[config.mk]
export PLATFORM = sky130hd
export DESIGN_NAME = branch_resolve_unit_flat
export DESIGN_NICKNAME = d
export VERILOG_FILES = /design/src/rtl/branch_resolve_unit_if.sv /design/src/rtl/branch_resolve_unit.sv /design/src/flat_wrapper.sv
export SDC_FILE = /design/constraint.sdc
export NUM_CORES = 1
export LEC_CHECK = 0
export BUFFER_PORTS_ARGS = -buffer_cell sky130_fd_sc_hd__buf_2
export CELL_PAD_IN_SITES_DETAIL_PLACEMENT = 2
export CELL_PAD_IN_SITES_GLOBAL_PLACEMENT = 2
export CORE_MARGIN = 2
export CORE_UTILIZATION = 31
export DETAILED_ROUTE_END_ITERATION = 6
export PLACE_DENSITY = 0.95
export SKIP_LAST_GASP = 1
export SLEW_MARGIN = 20
export SYNTH_ARGS = -nofsm -noshare
export SYNTH_HDL_FRONTEND = slang
export SYNTH_SLANG_ARGS = --single-unit
[constraint.sdc]
create_clock -name clk -period 3.4 [get_ports clk]
set_input_delay 0.68 -clock clk [delete_from_list [all_inputs] [get_ports clk]]
set_output_delay 0.68 -clock clk [all_outputs]
set_load 0.01 [all_outputs]
[src/rtl/branch_resolve_unit_if.sv]
// ---------------------------------------------------------------------------
// branch_resolve_unit_if
//
// Purpose:
//   Bundles the issue handshake, the writeback result handshake and the
//   fetch redirect handshake of the branch resolve unit into one interface.
//
// Signal summary:
//   Issue    : in_valid / in_ready, in_pc, in_inst, in_aluop, in_rj_data,
//              in_rd_data, in_wb_addr, in_pred_taken, in_pred_target
//   Result   : out_valid / out_ready, out_wb_en, out_wb_addr, out_wb_data,
//              out_mispredict
//   Redirect : redirect_valid / redirect_ready, redirect_pc
//
// Modports:
//   master : the pipeline side (drives issue fields, accepts results)
//   slave  : the branch resolve unit itself
// ---------------------------------------------------------------------------
interface branch_resolve_unit_if;
    logic        in_valid;
    logic        in_ready;
    logic [31:0] in_pc;
    logic [31:0] in_inst;
    logic [7:0]  in_aluop;
    logic [31:0] in_rj_data;
    logic [31:0] in_rd_data;
    logic [4:0]  in_wb_addr;
    logic        in_pred_taken;
    logic [31:0] in_pred_target;

    logic        out_valid;
    logic        out_ready;
    logic        out_wb_en;
    logic [4:0]  out_wb_addr;
    logic [31:0] out_wb_data;
    logic        out_mispredict;

    logic        redirect_valid;
    logic        redirect_ready;
    logic [31:0] redirect_pc;

    modport master (
        output in_valid, in_pc, in_inst, in_aluop, in_rj_data, in_rd_data,
               in_wb_addr, in_pred_taken, in_pred_target,
               out_ready, redirect_ready,
        input  in_ready, out_valid, out_wb_en, out_wb_addr, out_wb_data,
               out_mispredict, redirect_valid, redirect_pc
    );

    modport slave (
        input  in_valid, in_pc, in_inst, in_aluop, in_rj_data, in_rd_data,
               in_wb_addr, in_pred_taken, in_pred_target,
               out_ready, redirect_ready,
        output in_ready, out_valid, out_wb_en, out_wb_addr, out_wb_data,
               out_mispredict, redirect_valid, redirect_pc
    );
endinterface

[src/rtl/branch_resolve_unit.sv]
// ---------------------------------------------------------------------------
// branch_resolve_unit
//
// Purpose:
//   Resolves a decoded branch (direction, target, link writeback), compares
//   it with the fetch prediction and raises a fetch redirect on mispredict.
//   Results are registered: an accepted branch shows up on out_valid exactly
//   one cycle later. The writeback result and the redirect are separate
//   handshakes that may complete in either order; no new branch is accepted
//   while a redirect is still pending.
//
// Ports:
//   clk    : single clock, rising edge
//   rst    : asynchronous, active-high reset
//   flush  : kills all pending results and drops a same-cycle issue
//   bru    : branch_resolve_unit_if.slave (issue / result / redirect)
//
// Optional feature (macro BRANCH_STAT_EN):
//   Adds stat_branch_cnt[31:0] and stat_mispredict_cnt[31:0] outputs that
//   count accepted branches and mispredicts. They wrap, clear only on rst
//   and are unaffected by flush. Without the macro they do not exist.
// ---------------------------------------------------------------------------
module branch_resolve_unit (
    input  logic                 clk,
    input  logic                 rst,
    input  logic                 flush,
    branch_resolve_unit_if.slave bru
`ifdef BRANCH_STAT_EN
    ,
    output logic [31:0]          stat_branch_cnt,
    output logic [31:0]          stat_mispredict_cnt
`endif
);

    // ALU operation codes shared with the decoder.
    localparam logic [7:0] ALU_BEQ  = 8'h10;
    localparam logic [7:0] ALU_BNE  = 8'h11;
    localparam logic [7:0] ALU_BLT  = 8'h12;
    localparam logic [7:0] ALU_BGE  = 8'h13;
    localparam logic [7:0] ALU_BLTU = 8'h14;
    localparam logic [7:0] ALU_BGEU = 8'h15;
    localparam logic [7:0] ALU_B    = 8'h16;
    localparam logic [7:0] ALU_BL   = 8'h17;
    localparam logic [7:0] ALU_JIRL = 8'h18;

    // BL always links into r1.
    localparam logic [4:0] LINK_REG = 5'd1;

    typedef enum logic [1:0] {
        IDLE,
        RESULT,
        REDIR
    } state_t;

    state_t      state;

    logic        out_valid_q;
    logic        out_wb_en_q;
    logic [4:0]  out_wb_addr_q;
    logic [31:0] out_wb_data_q;
    logic        out_mispredict_q;
    logic        redirect_valid_q;
    logic [31:0] redirect_pc_q;

    logic        in_ready_int;
    logic        accept;
    logic        out_done;
    logic        redir_done;
    logic        out_left;
    logic        redir_left;

    logic [15:0] offs16;
    logic [25:0] offs26;
    logic [31:0] offs16_sext;
    logic [31:0] offs26_sext;
    logic [31:0] pc_plus4;
    logic        operands_eq;
    logic        signed_lt;
    logic        unsigned_lt;

    logic        res_taken;
    logic [31:0] res_target;
    logic        res_wb_en;
    logic [4:0]  res_wb_addr;
    logic        res_mispredict;
    logic [31:0] res_redirect_pc;

    // The opcode field is already decoded into in_aluop.
    logic        unused_inst_bits;
    assign unused_inst_bits = &{1'b0, bru.in_inst[31:26]};

    // Immediate fields; both offsets are word offsets, hence the 2'b00.
    assign offs16      = bru.in_inst[25:10];
    assign offs26      = {bru.in_inst[9:0], bru.in_inst[25:10]};
    assign offs16_sext = {{14{offs16[15]}}, offs16, 2'b00};
    assign offs26_sext = {{4{offs26[25]}}, offs26, 2'b00};
    assign pc_plus4    = bru.in_pc + 32'd4;

    assign operands_eq = (bru.in_rj_data == bru.in_rd_data);
    assign signed_lt   = ($signed(bru.in_rj_data) < $signed(bru.in_rd_data));
    assign unsigned_lt = (bru.in_rj_data < bru.in_rd_data);

    // Direction, target and link decision for the branch in the issue slot.
    // Unknown opcodes resolve as not taken with no writeback.
    always_comb begin
        res_taken   = 1'b0;
        res_target  = bru.in_pc + offs16_sext;
        res_wb_en   = 1'b0;
        res_wb_addr = bru.in_wb_addr;
        case (bru.in_aluop)
            ALU_BEQ:  res_taken = operands_eq;
            ALU_BNE:  res_taken = !operands_eq;
            ALU_BLT:  res_taken = signed_lt;
            ALU_BGE:  res_taken = !signed_lt;
            ALU_BLTU: res_taken = unsigned_lt;
            ALU_BGEU: res_taken = !unsigned_lt;
            ALU_B: begin
                res_taken  = 1'b1;
                res_target = bru.in_pc + offs26_sext;
            end
            ALU_BL: begin
                res_taken   = 1'b1;
                res_target  = bru.in_pc + offs26_sext;
                res_wb_en   = 1'b1;
                res_wb_addr = LINK_REG;
            end
            ALU_JIRL: begin
                res_taken  = 1'b1;
                res_target = bru.in_rj_data + offs16_sext;
                // Writes to r0 are discarded.
                res_wb_en  = (bru.in_wb_addr != 5'd0);
            end
            default: begin
                res_taken = 1'b0;
            end
        endcase
    end

    // A correct "taken" prediction still mispredicts if fetch went to the
    // wrong place.
    assign res_mispredict  = (res_taken != bru.in_pred_taken) |
                             (res_taken & bru.in_pred_taken &
                              (res_target != bru.in_pred_target));
    assign res_redirect_pc = res_taken ? res_target : pc_plus4;

    // Accept only when nothing would be overwritten: no pending redirect and
    // the current result is either absent or leaving this cycle.
    assign in_ready_int = !rst & !flush & !redirect_valid_q &
                          (!out_valid_q | bru.out_ready);
    assign accept       = bru.in_valid & in_ready_int;

    assign out_done   = out_valid_q & bru.out_ready;
    assign redir_done = redirect_valid_q & bru.redirect_ready;
    assign out_left   = out_valid_q & !out_done;
    assign redir_left = redirect_valid_q & !redir_done;

    // Control FSM with all result registers. flush wins over every
    // handshake; in REDIR the two handshakes retire independently and the
    // unit returns to IDLE only once both are gone.
    always_ff @(posedge clk or posedge rst) begin
        if (rst) begin
            state            <= IDLE;
            out_valid_q      <= 1'b0;
            out_wb_en_q      <= 1'b0;
            out_wb_addr_q    <= 5'd0;
            out_wb_data_q    <= 32'd0;
            out_mispredict_q <= 1'b0;
            redirect_valid_q <= 1'b0;
            redirect_pc_q    <= 32'd0;
        end else if (flush) begin
            state            <= IDLE;
            out_valid_q      <= 1'b0;
            out_mispredict_q <= 1'b0;
            redirect_valid_q <= 1'b0;
        end else if (accept) begin
            out_valid_q      <= 1'b1;
            out_wb_en_q      <= res_wb_en;
            out_wb_addr_q    <= res_wb_addr;
            out_wb_data_q    <= pc_plus4;
            out_mispredict_q <= res_mispredict;
            redirect_valid_q <= res_mispredict;
            redirect_pc_q    <= res_redirect_pc;
            state            <= res_mispredict ? REDIR : RESULT;
        end else begin
            out_mispredict_q <= 1'b0;
            case (state)
                IDLE: begin
                    state <= IDLE;
                end
                RESULT: begin
                    out_valid_q <= out_left;
                    state       <= out_left ? RESULT : IDLE;
                end
                REDIR: begin
                    out_valid_q      <= out_left;
                    redirect_valid_q <= redir_left;
                    state            <= (out_left | redir_left) ? REDIR : IDLE;
                end
                default: begin
                    state <= IDLE;
                end
            endcase
        end
    end

`ifdef BRANCH_STAT_EN
    // Performance counters survive flush; only rst clears them.
    always_ff @(posedge clk or posedge rst) begin
        if (rst) begin
            stat_branch_cnt     <= 32'd0;
            stat_mispredict_cnt <= 32'd0;
        end else if (accept) begin
            stat_branch_cnt <= stat_branch_cnt + 32'd1;
            if (res_mispredict) begin
                stat_mispredict_cnt <= stat_mispredict_cnt + 32'd1;
            end
        end
    end
`endif

    assign bru.in_ready       = in_ready_int;
    assign bru.out_valid      = out_valid_q;
    assign bru.out_wb_en      = out_wb_en_q;
    assign bru.out_wb_addr    = out_wb_addr_q;
    assign bru.out_wb_data    = out_wb_data_q;
    assign bru.out_mispredict = out_mispredict_q;
    assign bru.redirect_valid = redirect_valid_q;
    assign bru.redirect_pc    = redirect_pc_q;

endmodule

[src/flat_wrapper.sv]
// flat-port wrapper written by rule: the top's interface ports become plain ports
module branch_resolve_unit_flat 
  (clk, rst, flush, bru_in_valid, bru_in_pc, bru_in_inst, bru_in_aluop, bru_in_rj_data, bru_in_rd_data, bru_in_wb_addr, bru_in_pred_taken, bru_in_pred_target, bru_out_ready, bru_redirect_ready, bru_in_ready, bru_out_valid, bru_out_wb_en, bru_out_wb_addr, bru_out_wb_data, bru_out_mispredict, bru_redirect_valid, bru_redirect_pc);
  branch_resolve_unit_if bru_i ();
  input  logic clk;
  input  logic rst;
  input  logic flush;
  input wire logic [$bits(bru_i.in_valid)-1:0] bru_in_valid;
  input wire logic [$bits(bru_i.in_pc)-1:0] bru_in_pc;
  input wire logic [$bits(bru_i.in_inst)-1:0] bru_in_inst;
  input wire logic [$bits(bru_i.in_aluop)-1:0] bru_in_aluop;
  input wire logic [$bits(bru_i.in_rj_data)-1:0] bru_in_rj_data;
  input wire logic [$bits(bru_i.in_rd_data)-1:0] bru_in_rd_data;
  input wire logic [$bits(bru_i.in_wb_addr)-1:0] bru_in_wb_addr;
  input wire logic [$bits(bru_i.in_pred_taken)-1:0] bru_in_pred_taken;
  input wire logic [$bits(bru_i.in_pred_target)-1:0] bru_in_pred_target;
  input wire logic [$bits(bru_i.out_ready)-1:0] bru_out_ready;
  input wire logic [$bits(bru_i.redirect_ready)-1:0] bru_redirect_ready;
  output wire logic [$bits(bru_i.in_ready)-1:0] bru_in_ready;
  output wire logic [$bits(bru_i.out_valid)-1:0] bru_out_valid;
  output wire logic [$bits(bru_i.out_wb_en)-1:0] bru_out_wb_en;
  output wire logic [$bits(bru_i.out_wb_addr)-1:0] bru_out_wb_addr;
  output wire logic [$bits(bru_i.out_wb_data)-1:0] bru_out_wb_data;
  output wire logic [$bits(bru_i.out_mispredict)-1:0] bru_out_mispredict;
  output wire logic [$bits(bru_i.redirect_valid)-1:0] bru_redirect_valid;
  output wire logic [$bits(bru_i.redirect_pc)-1:0] bru_redirect_pc;
  assign bru_i.in_valid = bru_in_valid;
  assign bru_i.in_pc = bru_in_pc;
  assign bru_i.in_inst = bru_in_inst;
  assign bru_i.in_aluop = bru_in_aluop;
  assign bru_i.in_rj_data = bru_in_rj_data;
  assign bru_i.in_rd_data = bru_in_rd_data;
  assign bru_i.in_wb_addr = bru_in_wb_addr;
  assign bru_i.in_pred_taken = bru_in_pred_taken;
  assign bru_i.in_pred_target = bru_in_pred_target;
  assign bru_i.out_ready = bru_out_ready;
  assign bru_i.redirect_ready = bru_redirect_ready;
  assign bru_in_ready = bru_i.in_ready;
  assign bru_out_valid = bru_i.out_valid;
  assign bru_out_wb_en = bru_i.out_wb_en;
  assign bru_out_wb_addr = bru_i.out_wb_addr;
  assign bru_out_wb_data = bru_i.out_wb_data;
  assign bru_out_mispredict = bru_i.out_mispredict;
  assign bru_redirect_valid = bru_i.redirect_valid;
  assign bru_redirect_pc = bru_i.redirect_pc;
  branch_resolve_unit u_core (.clk(clk), .rst(rst), .flush(flush), .bru(bru_i));
endmodule
==> run_results.csv, run 1 <==
group,metric,value,unit
status,status,"aborted with a tool error",
status,haltStage,"5_1_grt",
status,stop_error,"[ERROR GRT-0232] Routing congestion too high. Check the congestion heatmap in the GUI.",
synth,ys_warn_count,0,
synth,ys_async_sr_fraction,100,%
synth,synth_top_area_share,19.2,%
synth,ys_seq_area_share,19.2,%
clock_tree,htreeDepth,3,
synth,avgSynthCellArea,7.71,um^2
place,dpl_worst_slack,-2670,ps
place,placed_cell_area,14400,um^2
floorplan,die_x,181,um
synth,syn-cell-area,9760,um^2
sta,worstEpCategory,"register input",
synth,yosysTopAreaCell,"dfrtp_1",
global_route,grt_max_degree,67,
synth,synth.area.top_cells,"dfrtp_1, ha_1, nand2_1",
floorplan,row_count,64,
clock_tree,clockBufferDepth,2,
clock_tree,cts_hold_buf,0,
floorplan,io-pin-count,254,
floorplan,start_util,31.7,%
synth,synthCells,1266,
sta,crit_endpoint,"u_core.state[0]$_DFF_PP0_/D",
synth,synth_flop_cell,"dfrtp_1",
place,dp_hpwl,54400,um
place,port_buffers,247,
place,gp_congestion,0.936,
global_route,antenna_found_initial,11,
global_route,grt_usage,81.0,%
clock_tree,cts_buffers,9,
synth,synth_most_common_cell,"nand2_1",
synth,syn_nets,1545,
clock_tree,cts_root_buf,"clkbuf_16",
synth,synth_edf_count,0,
global_route,grt-ovfl-total,282,
clock_tree,cts.sink_count,75,
floorplan,fp.dieH,181,um
synth,ys_ff_latch,75,
synth,ys_types,75,
synth,ys_top_cells_by_count,"nand2_1, ha_1, a21oi_1",
[timing repair]
item                                    CTS
pin swaps                                77
endpoints found under the hold margin     0
endpoints found under the setup margin   34
resized for setup                       169
cloned                                    3
buffers inserted                         33
[per-stage QoR]
stage,util (%),instances
detailed placement,46.7,2212
global placement,46.7,2212
floorplan,-,1266
CTS,51.2,2256
[routing by layer]
metal,track usage (%),GRT overflow
met3,65.4,2
met5,27.6,2
met1,79.4,1
met2,97.6,178
met4,86.4,99
[cell families after synthesis]
logic type | count (synthesis) | synth area share (%)
adder cells (fa/ha/maj) | 99 | 12.8
buffers and inverters | 113 | 4.45
AND/OR/NAND/NOR | 480 | 24.7
flip-flops | 75 | 19.2
XOR/XNOR | 107 | 10.5
AO/OA/AOI/OAI | 343 | 22.9
multiplexers | 49 | 5.50
==> run 2: changes to the inputs <==
--- a/config.mk
+++ b/config.mk
@@ -6,12 +6,10 @@
 export NUM_CORES = 1
 export LEC_CHECK = 0
 export BUFFER_PORTS_ARGS = -buffer_cell sky130_fd_sc_hd__buf_2
-export CELL_PAD_IN_SITES_DETAIL_PLACEMENT = 2
-export CELL_PAD_IN_SITES_GLOBAL_PLACEMENT = 2
 export CORE_MARGIN = 2
-export CORE_UTILIZATION = 31
+export CORE_UTILIZATION = 35
 export DETAILED_ROUTE_END_ITERATION = 6
-export PLACE_DENSITY = 0.95
+export PLACE_DENSITY_LB_ADDON = 0.15
 export SKIP_LAST_GASP = 1
 export SLEW_MARGIN = 20
 export SYNTH_ARGS = -nofsm -noshare
==> run_results.csv, run 2 <==
group,metric,value,unit
floorplan,die-area,29200,um^2
power,power_density,312,nW/um^2
power,seq_power_share,24.7,%
global_route,grt_pass1_wl,65500,um
place,dpl_worst_slack,-2280,ps
status,failed_checks,"DRC, setup timing",
synth,yosys.area_share.simple,24.7,%
clock_tree,clockBufferDepth,2,
layout,finalInstanceArea,16100,um^2
sta,final-setup-viol-count,31,
critical_path,worstPathRequired,3620,ps
clock_tree,cts_hold_buf,0,
status,status,"finished, violations left",
power,swShare,38.6,%
routing,route.vias.total,12200,
routing,ant_nets,0,
power,intPower,3.08,mW
floorplan,start_util,35.3,%
global_route,grt_usage,29.5,%
sta,skew,5.92,ps
synth,syn-cell-area,9760,um^2
critical_path,cp-start-kind,"input port",
layout,final_util,58.2,%
synth,ys_seq_area_share,19.2,%
critical_path,crit_arrival,4850,ps
sta,max_freq,216,MHz
floorplan,die_x,171,um
place,placed_cell_area,14500,um^2
sta,max-slew-margin-rel,53.9,%
job,maxCapViolCount,0,
sta,rsz0062_at_grt,"true",
layout,area_growth,64.7,%
sta,period_share,136,%
synth,synth_xor_area_share,10.5,%
routing,drtIter0Drc,1039,
clock_tree,insertion_delay,330,ps
critical_path,crit_type,"input port to flip-flop",
clock_tree,cts_tree,"yes",
synth,synth.area.mux_share,5.50,%
synth,synth.area.top_cells,"dfrtp_1, ha_1, nand2_1",
synth,ys_types,75,
sta,tightest_slew,692,ps
synth,ys_async_sr_fraction,100,%
routing,firstDrtPassIters,7,
global_route,grt-ovfl-total,0,
floorplan,io-pin-count,254,
synth,synthCells,1266,
synth,synth_top_family_by_area,"simple AND/OR/NAND/NOR gates",
synth,synth_edf_count,0,
power,clkPwrFrac,17.6,%
synth,synth_top_area_share,19.2,%
synth,synth_compound_area_share,22.9,%
critical_path,rrSetupSlack,800,ps
sta,worst_slack,-1230,ps
synth,synth_flop_cell,"dfrtp_1",
routing,wl_per_cell,19.8,um
critical_path,worst_r2r_endpoint,"u_core.bru.out_wb_addr[0]$_DFFE_PP0P_",
clock_tree,htreeDepth,3,
critical_path,reg2reg_from,"u_core.bru.out_valid$_DFFE_PP0P_",
sta,holdWs,452,ps
global_route,grt_pass1_vias,11600,
layout,nNetsFinal,2149,
global_route,grt_max_degree,51,
layout,mostFrequentLayoutCell,"buf_4",
synth,ys_top_cells_by_count,"nand2_1, ha_1, a21oi_1",
routing,drc,4,
routing,vias_per_cell,5.41,
synth,avgSynthCellArea,7.71,um^2
critical_path,path_max_fanout,5,
place,gp_congestion,0.933,
synth,synth_most_common_cell,"nand2_1",
synth,syn_nets,1545,
sta,period_needed,4630,ps
synth,ys_ff_latch,75,
floorplan,fp.dieH,171,um
sta,hold_viol,0,
power,peakVddDrop,0.174,mV
power,pwr-share-comb,57.7,%
power,p_sw,1.94,mW
synth,synth_fa_ha_area_share,12.8,%
floorplan,core,27600,um^2
clock_tree,cts_root_buf,"clkbuf_16",
global_route,antenna_found_initial,6,
layout,final_layout_size_suffix_gt1_share,44.9,%
floorplan,row_count,61,
sta,drv_slew,0,
layout,fillCellCount,2600,
clock_tree,cts_buffers,9,
clock_tree,path_clk_slew,60,ps
hold_path,min_path_type,"input port to asynchronous set/reset pin",
clock_tree,cts.sink_count,75,
layout,mostFrequentLayoutCells,"buf_4, buf_2, nand2_1",
place,dp_hpwl,36600,um
routing,drt-total-wl,44800,um
place,port_buffers,247,
power,power_leakage,7.68,nW
synth,ys_warn_count,0,
critical_path,reg2reg_depth,5,
critical_path,crit_path_end_kind,"flip-flop",
synth,yosysTopAreaCell,"dfrtp_1",
[run 2: cell counts after synthesis]
Identical to the previous run, type by type.
[run 2: worst max-delay path by stage]
stage | cells past startpoint | endpoint | slack (ps) | start
floorplan | 21 | u_core.bru.out_mispredict$_DFF_PP0_ | -1250 | bru_in_rj_data[1]
CTS | 21 | u_core.bru.redirect_valid$_DFFE_PP0P_ | -1350 | bru_in_rj_data[28]
finish | 21 | u_core.bru.redirect_valid$_DFFE_PP0P_ | -1230 | bru_in_aluop[0]
detailed placement | 20 | u_core.bru.out_mispredict$_DFF_PP0_ | -2280 | bru_in_rj_data[28]
global route | 21 | u_core.state[1]$_DFF_PP0_ | -1400 | bru_in_aluop[7]
global placement | 20 | u_core.bru.out_mispredict$_DFF_PP0_ | -2260 | bru_in_rj_data[28]
[run 2: metrics by stage]
step	total power, mW	setup TNS [ps]	std cells
final	5.01	-15730	2260
after global routing	5.31	-19370	2259
after CTS	4.88	-15760	2241
after detailed placement	3.86	-42520	2201
after global placement	3.84	-42050	2201
after floorplan	2.52	-10870	1266
[run 2: layout make-up]
class,instances,area (um^2),area share [%]
multi-input combinational,1078,8510,52.9
timing repair buffer,657,4720,29.4
sequential,75,1880,11.7
tap,378,473,2.94
clock buffer,14,264,1.64
inverter,49,206,1.28
antenna,7,17.5,0.109
clock inverter,2,10.0,0.0623
[run 2: layer usage]
| metal | up-vias | GRT usage, % | routed length [um] | share of wire [%] |
|---|---|---|---|---|
| li1 | 5893 | - | - | - |
| met1 | 5746 | 43.2 | 20500 | 46 |
| met2 | 527 | 44.8 | 19500 | 43 |
| met3 | 66 | 3.91 | 3630 | 8.1 |
| met4 | 0 | 8.70 | 1150 | 2.6 |
| met5 | - | 0 | 0 | 0 |
[run 2: worst max-delay path: stages]
cell       delay [ps]
buf_6             100
nor4b_4           350
nand2_4           150
mux2_4            340
ha_4              170
fa_2              360
a21o_1            200
a221o_2           410
buf_4             160
a21oi_2           160
buf_4             130
buf_4              90
o21ai_1            60
xnor2_1           150
mux2_4            320
xor2_1            140
o2111ai_1         130
buf_4             180
nor4_4            330
a21o_1            180
nand2_1            50
[run 2: what timing repair did]
item / 4_1_cts / 5_1_grt
resized for setup: 128 / 61
setup endpoints to repair: 34 / 34
pin swaps: 42 / 54
setup buffers: 25 / 18
gates cloned: 4 / 1
[run 2: kinds of logic (layout without fill, tap and decap cells)]
group,count (synthesis),in the layout
compound gates,343,343
xor+xnor,107,107
fa+ha+maj,99,99
buf+inv,113,722
flops,75,75
mux,49,49
other cells,0,7
simple gates,480,480
[run 2: power groups by stage]
stage	clock (mW)	combinational (mW)	sequential [mW]
5_1_grt	0.930	3.12	1.26
2_1_floorplan	0	1.19	1.33
3_3_place_gp	0	2.59	1.25
6_report	0.881	2.89	1.24
4_1_cts	0.891	2.75	1.24
3_5_place_dp	0	2.61	1.25
Note: power is estimated with default switching activity, not from simulation.
==> run 3: changes to the inputs <==
==> constraint.sdc (replaced) <==
create_clock -name clk -period 3.4 [get_ports clk]
set_input_delay 0.68 -clock clk [delete_from_list [all_inputs] [get_ports clk]]
set_output_delay 0.68 -clock clk [all_outputs]
set_load 0.1 [all_outputs]
==> run_results.csv, run 3 (synthesis gave the netlist of run 2 again) <==
group,metric,value,unit
status,status,"finished, violations left",
global_route,grt_pass1_vias,11300,
sta,hold_viol,0,
critical_path,cp_top_family,"simple AND/OR/NAND/NOR gates",
place,port_buffers,247,
place,dp_hpwl,34200,um
global_route,grt-ovfl-total,0,
layout,mostFrequentLayoutCells,"buf_4, buf_2, nand2_1",
sta,max-slew-margin-rel,44.7,%
layout,mostFrequentLayoutCell,"buf_4",
clock_tree,path_clk_slew,60,ps
critical_path,worst_r2r_endpoint,"u_core.state[1]$_DFF_PP0_",
critical_path,startpoint,"bru_in_aluop[0]",
clock_tree,htreeDepth,3,
routing,drc,0,
layout,stdcell_count,2239,
place,dpl_worst_slack,-2040,ps
sta,worst_slack,-1280,ps
layout,final_layout_size_suffix_gt1_share,45.2,%
layout,area_growth,62.9,%
clock_tree,cts_buffers,9,
critical_path,cp-start-kind,"input port",
critical_path,worstPathRequired,3610,ps
power,power_leakage,7.58,nW
critical_path,rrSetupSlack,1250,ps
critical_path,crit_buf_inv,2,
layout,nNetsFinal,2131,
sta,max_freq,213,MHz
critical_path,path_max_fanout,6,
routing,drt-total-wl,41300,um
floorplan,io-pin-count,254,
routing,firstDrtPassIters,5,
routing,ant_nets,0,
floorplan,fp.dieH,171,um
clock_tree,clockBufferDepth,2,
global_route,grt_pass1_wl,62200,um
sta,skew,5.22,ps
layout,fillCellCount,2658,
clock_tree,cts_tree,"yes",
power,peakVddDrop,0.222,mV
power,power_density,416,nW/um^2
clock_tree,cts.sink_count,75,
routing,route.vias.total,12000,
job,maxCapViolCount,0,
clock_tree,cts_root_buf,"clkbuf_16",
critical_path,slowest_stage,"or4_4",
global_route,grt_usage,27.5,%
critical_path,cp.depth,18,
floorplan,die-area,29200,um^2
place,dp.cells,2196,
clock_tree,insertion_delay,320,ps
routing,drtIter0Drc,978,
sta,final-setup-viol-count,34,
sta,drv_slew,0,
floorplan,row_count,61,
routing,vias_per_cell,5.34,
sta,rsz0062_at_grt,"true",
critical_path,path_cells,"buf_8 > nor4b_4 > nand2_4 > mux2_4 > ha_4 > fa_2 > a21o_1 > a221o_2 > buf_6 > a41oi_4 > xor2_2 > mux2i_2 > xnor2_1 > nand4_1 > or4_4 > nor4_4 > and2_1 > a21oi_1",
clock_tree,cts_hold_buf,0,
critical_path,crit_arrival,4900,ps
floorplan,die_x,171,um
routing,wl_per_cell,18.5,um
critical_path,crit_path_end,"u_core.bru.out_mispredict$_DFF_PP0_",
critical_path,crit_path_end_kind,"flip-flop",
status,failed_checks,"setup timing",
sta,period_needed,4680,ps
sta,period_share,138,%
critical_path,reg2reg_depth,6,
place,gp_congestion,0.952,
global_route,antenna_found_initial,3,
hold_path,min_path_type,"flip-flop to flip-flop",
critical_path,crit_type,"input port to flip-flop",
floorplan,core,27600,um^2
critical_path,reg2reg_from,"u_core.bru.redirect_valid$_DFFE_PP0P_",
global_route,grt_max_degree,52,
sta,tightest_slew,818,ps
floorplan,start_util,35.3,%
critical_path,max_stage_delay,470,ps
[run 3: changes by cell type in the layout (fill, tap and decap cells not counted), sizes merged]
cell and change:
bufinv +2, clkinv -1, clkbuf -3, clkinvlp +1
buf -17, diode -3
[run 3: power breakdown]
group          internal [mW]  switching (mW)  total, mW  leakage (nW)
registers               1.11           0.124       1.23         0.938
logic                   1.42            2.94       4.36          6.48
clock network          0.681           0.344       1.03         0.159
total                   3.21            3.41       6.62          7.58
[run 3: final cells by class]
class / instances / area (um^2) / area share (%)
Tap cell: 378 / 473 / 2.97
Clock inverter: 4 / 72.6 / 0.456
Multi-Input combinational cell: 1078 / 8560 / 53.8
Sequential cell: 75 / 1880 / 11.8
Clock buffer: 12 / 256 / 1.61
Inverter: 49 / 204 / 1.28
Timing Repair Buffer: 639 / 4450 / 28.0
Antenna cell: 4 / 10.0 / 0.0629
[run 3: through the flow]
step / cell area (um^2) / util (%) / hold WS [ps] / total power [mW] / setup TNS, ps
after detailed placement: 14400 / 52.2 / 459 / 5.33 / -37340
after global routing: 15900 / 57.6 / 489 / 6.96 / -23200
after global placement: 14400 / 52.2 / 455 / 5.30 / -34590
final: 15900 / 57.6 / 469 / 6.62 / -18770
after CTS: 15400 / 55.8 / 472 / 6.50 / -17090
after floorplan: 10200 / - / 601 / 4.00 / -10900
[run 3: routing by layer]
layer	vias to the layer above	global-route usage, %	wire length, um
li1	5846	-	-
met1	5648	40.3	19300
met2	409	42.1	18100
met3	56	3.38	3060
met4	0	7.81	875
met5	-	0	0
[run 3: how the worst min path moves through the flow]
stage / start / endpoint / cells after the start
after floorplan: u_core.state[0]$_DFF_PP0_ / u_core.state[0]$_DFF_PP0_ / 3
after global placement: u_core.bru.out_wb_data[10]$_DFFE_PP0P_ / u_core.bru.out_wb_data[10]$_DFFE_PP0P_ / 2
after detailed placement: u_core.bru.out_wb_data[10]$_DFFE_PP0P_ / u_core.bru.out_wb_data[10]$_DFFE_PP0P_ / 2
after CTS: u_core.bru.out_wb_data[10]$_DFFE_PP0P_ / u_core.bru.out_wb_data[10]$_DFFE_PP0P_ / 2
after global routing: u_core.bru.out_wb_data[10]$_DFFE_PP0P_ / u_core.bru.out_wb_data[10]$_DFFE_PP0P_ / 2
final: u_core.bru.out_wb_data[10]$_DFFE_PP0P_ / u_core.bru.out_wb_data[10]$_DFFE_PP0P_ / 2
[run 3: repair_timing]
item	in CTS	in global routing
setup buffers	16	19
endpoints found under the setup margin	34	34
endpoints found under the hold margin	0	0
gates resized for setup	111	84
cloned	2	0
pin swaps	49	62
[run 3: worst min-delay path: cells and delay by family, from the launching register on]
kind,cells,cell delay [ps]
flops,1,330
simple gates,2,100
==> run 4: changes to the inputs <==
==> constraint.sdc (replaced) <==
create_clock -name clk -period 3.4 [get_ports clk]
set_input_delay 0.34 -clock clk [delete_from_list [all_inputs] [get_ports clk]]
set_output_delay 0.34 -clock clk [all_outputs]
set_load 0.1 [all_outputs]
==> run_results.csv, run 4 (synthesis gave the netlist of run 2 again) <==
group,metric,value,unit
routing,met2WireLength,18800,um
layout,nNetsFinal,2092,
critical_path,reg2reg_from,"u_core.bru.redirect_valid$_DFFE_PP0P_",
power,peakVddDrop,0.226,mV
critical_path,reg2reg_depth,5,
place,dpl_worst_slack,-2070,ps
critical_path,crit_arrival,4590,ps
sta,max_freq,229,MHz
layout,mostFrequentLayoutCell,"buf_4",
power,intPower,3.06,mW
clock_tree,clockBufferDepth,2,
sta,hold_viol,0,
sta,rsz0062_at_grt,"true",
global_route,antenna_found_initial,2,
status,status,"finished, violations left",
global_route,grt-ovfl-total,0,
critical_path,worstPathRequired,3620,ps
global_route,grt_usage,28.1,%
critical_path,cp-start-kind,"input port",
sta,fin_setup_tns,-6850,ps
floorplan,fp.dieH,171,um
sta,period_share,129,%
power,power_density,415,nW/um^2
place,dp_hpwl,34800,um
routing,route.vias.total,12000,
clock_tree,cts_tree,"yes",
layout,mostFrequentLayoutCells,"buf_4, buf_2, nand2_1",
power,p_sw,3.43,mW
routing,wl_per_cell,19.3,um
critical_path,path_max_fanout,5,
routing,drc,0,
sta,holdWs,40.2,ps
hold_path,min_path_type,"input port to asynchronous set/reset pin",
critical_path,crit_type,"input port to flip-flop",
clock_tree,htreeDepth,3,
layout,stdcell_count,2201,
sta,period_needed,4370,ps
routing,routedLengthMet1,19900,um
place,gp_congestion,0.961,
floorplan,start_util,35.3,%
global_route,grt_pass1_wl,63100,um
floorplan,die_x,171,um
job,maxCapViolCount,0,
power,pwr-share-comb,66.8,%
routing,drtIter0Drc,1013,
floorplan,row_count,61,
critical_path,rrSetupSlack,1260,ps
layout,fillCellCount,2632,
critical_path,crit_path_end_kind,"flip-flop",
sta,tightest_slew,659,ps
clock_tree,path_clk_slew,50,ps
routing,firstDrtPassIters,5,
sta,final-setup-viol-count,17,
layout,final_layout_size_suffix_gt1_share,44.6,%
floorplan,die-area,29200,um^2
routing,drt-total-wl,42400,um
clock_tree,cts_hold_buf,0,
layout,area_growth,60.2,%
sta,skew,6.84,ps
floorplan,core,27600,um^2
routing,ant_nets,0,
clock_tree,cts_root_buf,"clkbuf_16",
clock_tree,insertion_delay,330,ps
power,power_leakage,7.36,nW
place,dp.cells,2156,
clock_tree,cts_buffers,9,
status,failed_checks,"setup timing",
sta,max-slew-margin-rel,56.1,%
global_route,grt_max_degree,83,
layout,final_util,56.6,%
global_route,grt_pass1_vias,11400,
floorplan,io-pin-count,254,
critical_path,worst_r2r_endpoint,"u_core.bru.redirect_pc[9]$_DFFE_PP0P_",
sta,worst_slack,-969,ps
power,clkPwrFrac,14.2,%
sta,drv_slew,0,
clock_tree,cts.sink_count,75,
place,port_buffers,247,
routing,dr.max_layer_used,"met4",
routing,wl_met3,2710,um
power,swShare,52.8,%
power,seq_power_share,19.1,%
routing,vias_per_cell,5.44,
## run 4: layer usage
| metal | vias up | GRT usage [%] |
|---|---|---|
| met1 | 5748 | 39.9 |
| met2 | 398 | 44.1 |
| met3 | 59 | 4.23 |
| li1 | 5778 | - |
| met5 | - | 0 |
| met4 | 0 | 7.74 |
## run 4: power groups by stage
stage / clock (mW) / combinational, mW / sequential, mW
global route: 0.972 / 4.57 / 1.26
detailed placement: 0 / 4.03 / 1.25
global placement: 0 / 4.01 / 1.25
floorplan: 0 / 1.17 / 2.80
CTS: 0.935 / 4.19 / 1.24
finish: 0.918 / 4.33 / 1.24
## run 4: final cells by class
type	count	area, um^2	area share (%)
flip-flops and latches	75	1880	12.0
well taps	378	473	3.02
multi-input cells	1078	8600	55.0
diodes	5	12.5	0.0800
clock buffers	10	229	1.46
clock inverters	6	66.3	0.424
inverters	49	204	1.30
repair buffers	600	4180	26.7
## run 4: critical path: stages
cell	delay [ps]
buf_6	100
nor4b_4	350
nand2_4	160
mux2_4	350
ha_4	170
fa_2	350
a21o_1	190
a221o_2	430
a22oi_2	300
a31oi_2	170
nor2_2	220
mux2i_1	120
and3_1	200
a2111o_1	480
nor4_4	290
buf_4	190
and2_4	140
a21oi_2	40
## run 4: how the worst max path moves through the flow
stage / from / to / slack [ps] / depth (start not counted)
after global placement: bru_in_rj_data[26] / u_core.bru.out_mispredict$_DFF_PP0_ / -1990 / 19
after global routing: bru_in_aluop[7] / u_core.state[1]$_DFF_PP0_ / -1080 / 18
after detailed placement: bru_in_rd_data[26] / u_core.bru.out_mispredict$_DFF_PP0_ / -2070 / 20
after CTS: bru_in_rj_data[28] / u_core.bru.redirect_valid$_DFFE_PP0P_ / -1040 / 20
final: bru_in_aluop[7] / u_core.bru.out_mispredict$_DFF_PP0_ / -970 / 18
after floorplan: bru_in_rj_data[1] / u_core.bru.out_mispredict$_DFF_PP0_ / -910 / 21
## run 4: repair_timing
| action | 4_1_cts | 5_1_grt |
|---|---|---|
| buffers inserted | 24 | 11 |
| pin swaps | 47 | 60 |
| setup endpoints to repair | 33 | 32 |
| gates resized for setup | 147 | 78 |
## run 4: through the flow
stage / area [um^2] / power, mW
after floorplan: 10100 / 3.97
after CTS: 15200 / 6.37
after global routing: 15600 / 6.80
final: 15600 / 6.48
after detailed placement: 14000 / 5.28
after global placement: 14000 / 5.25
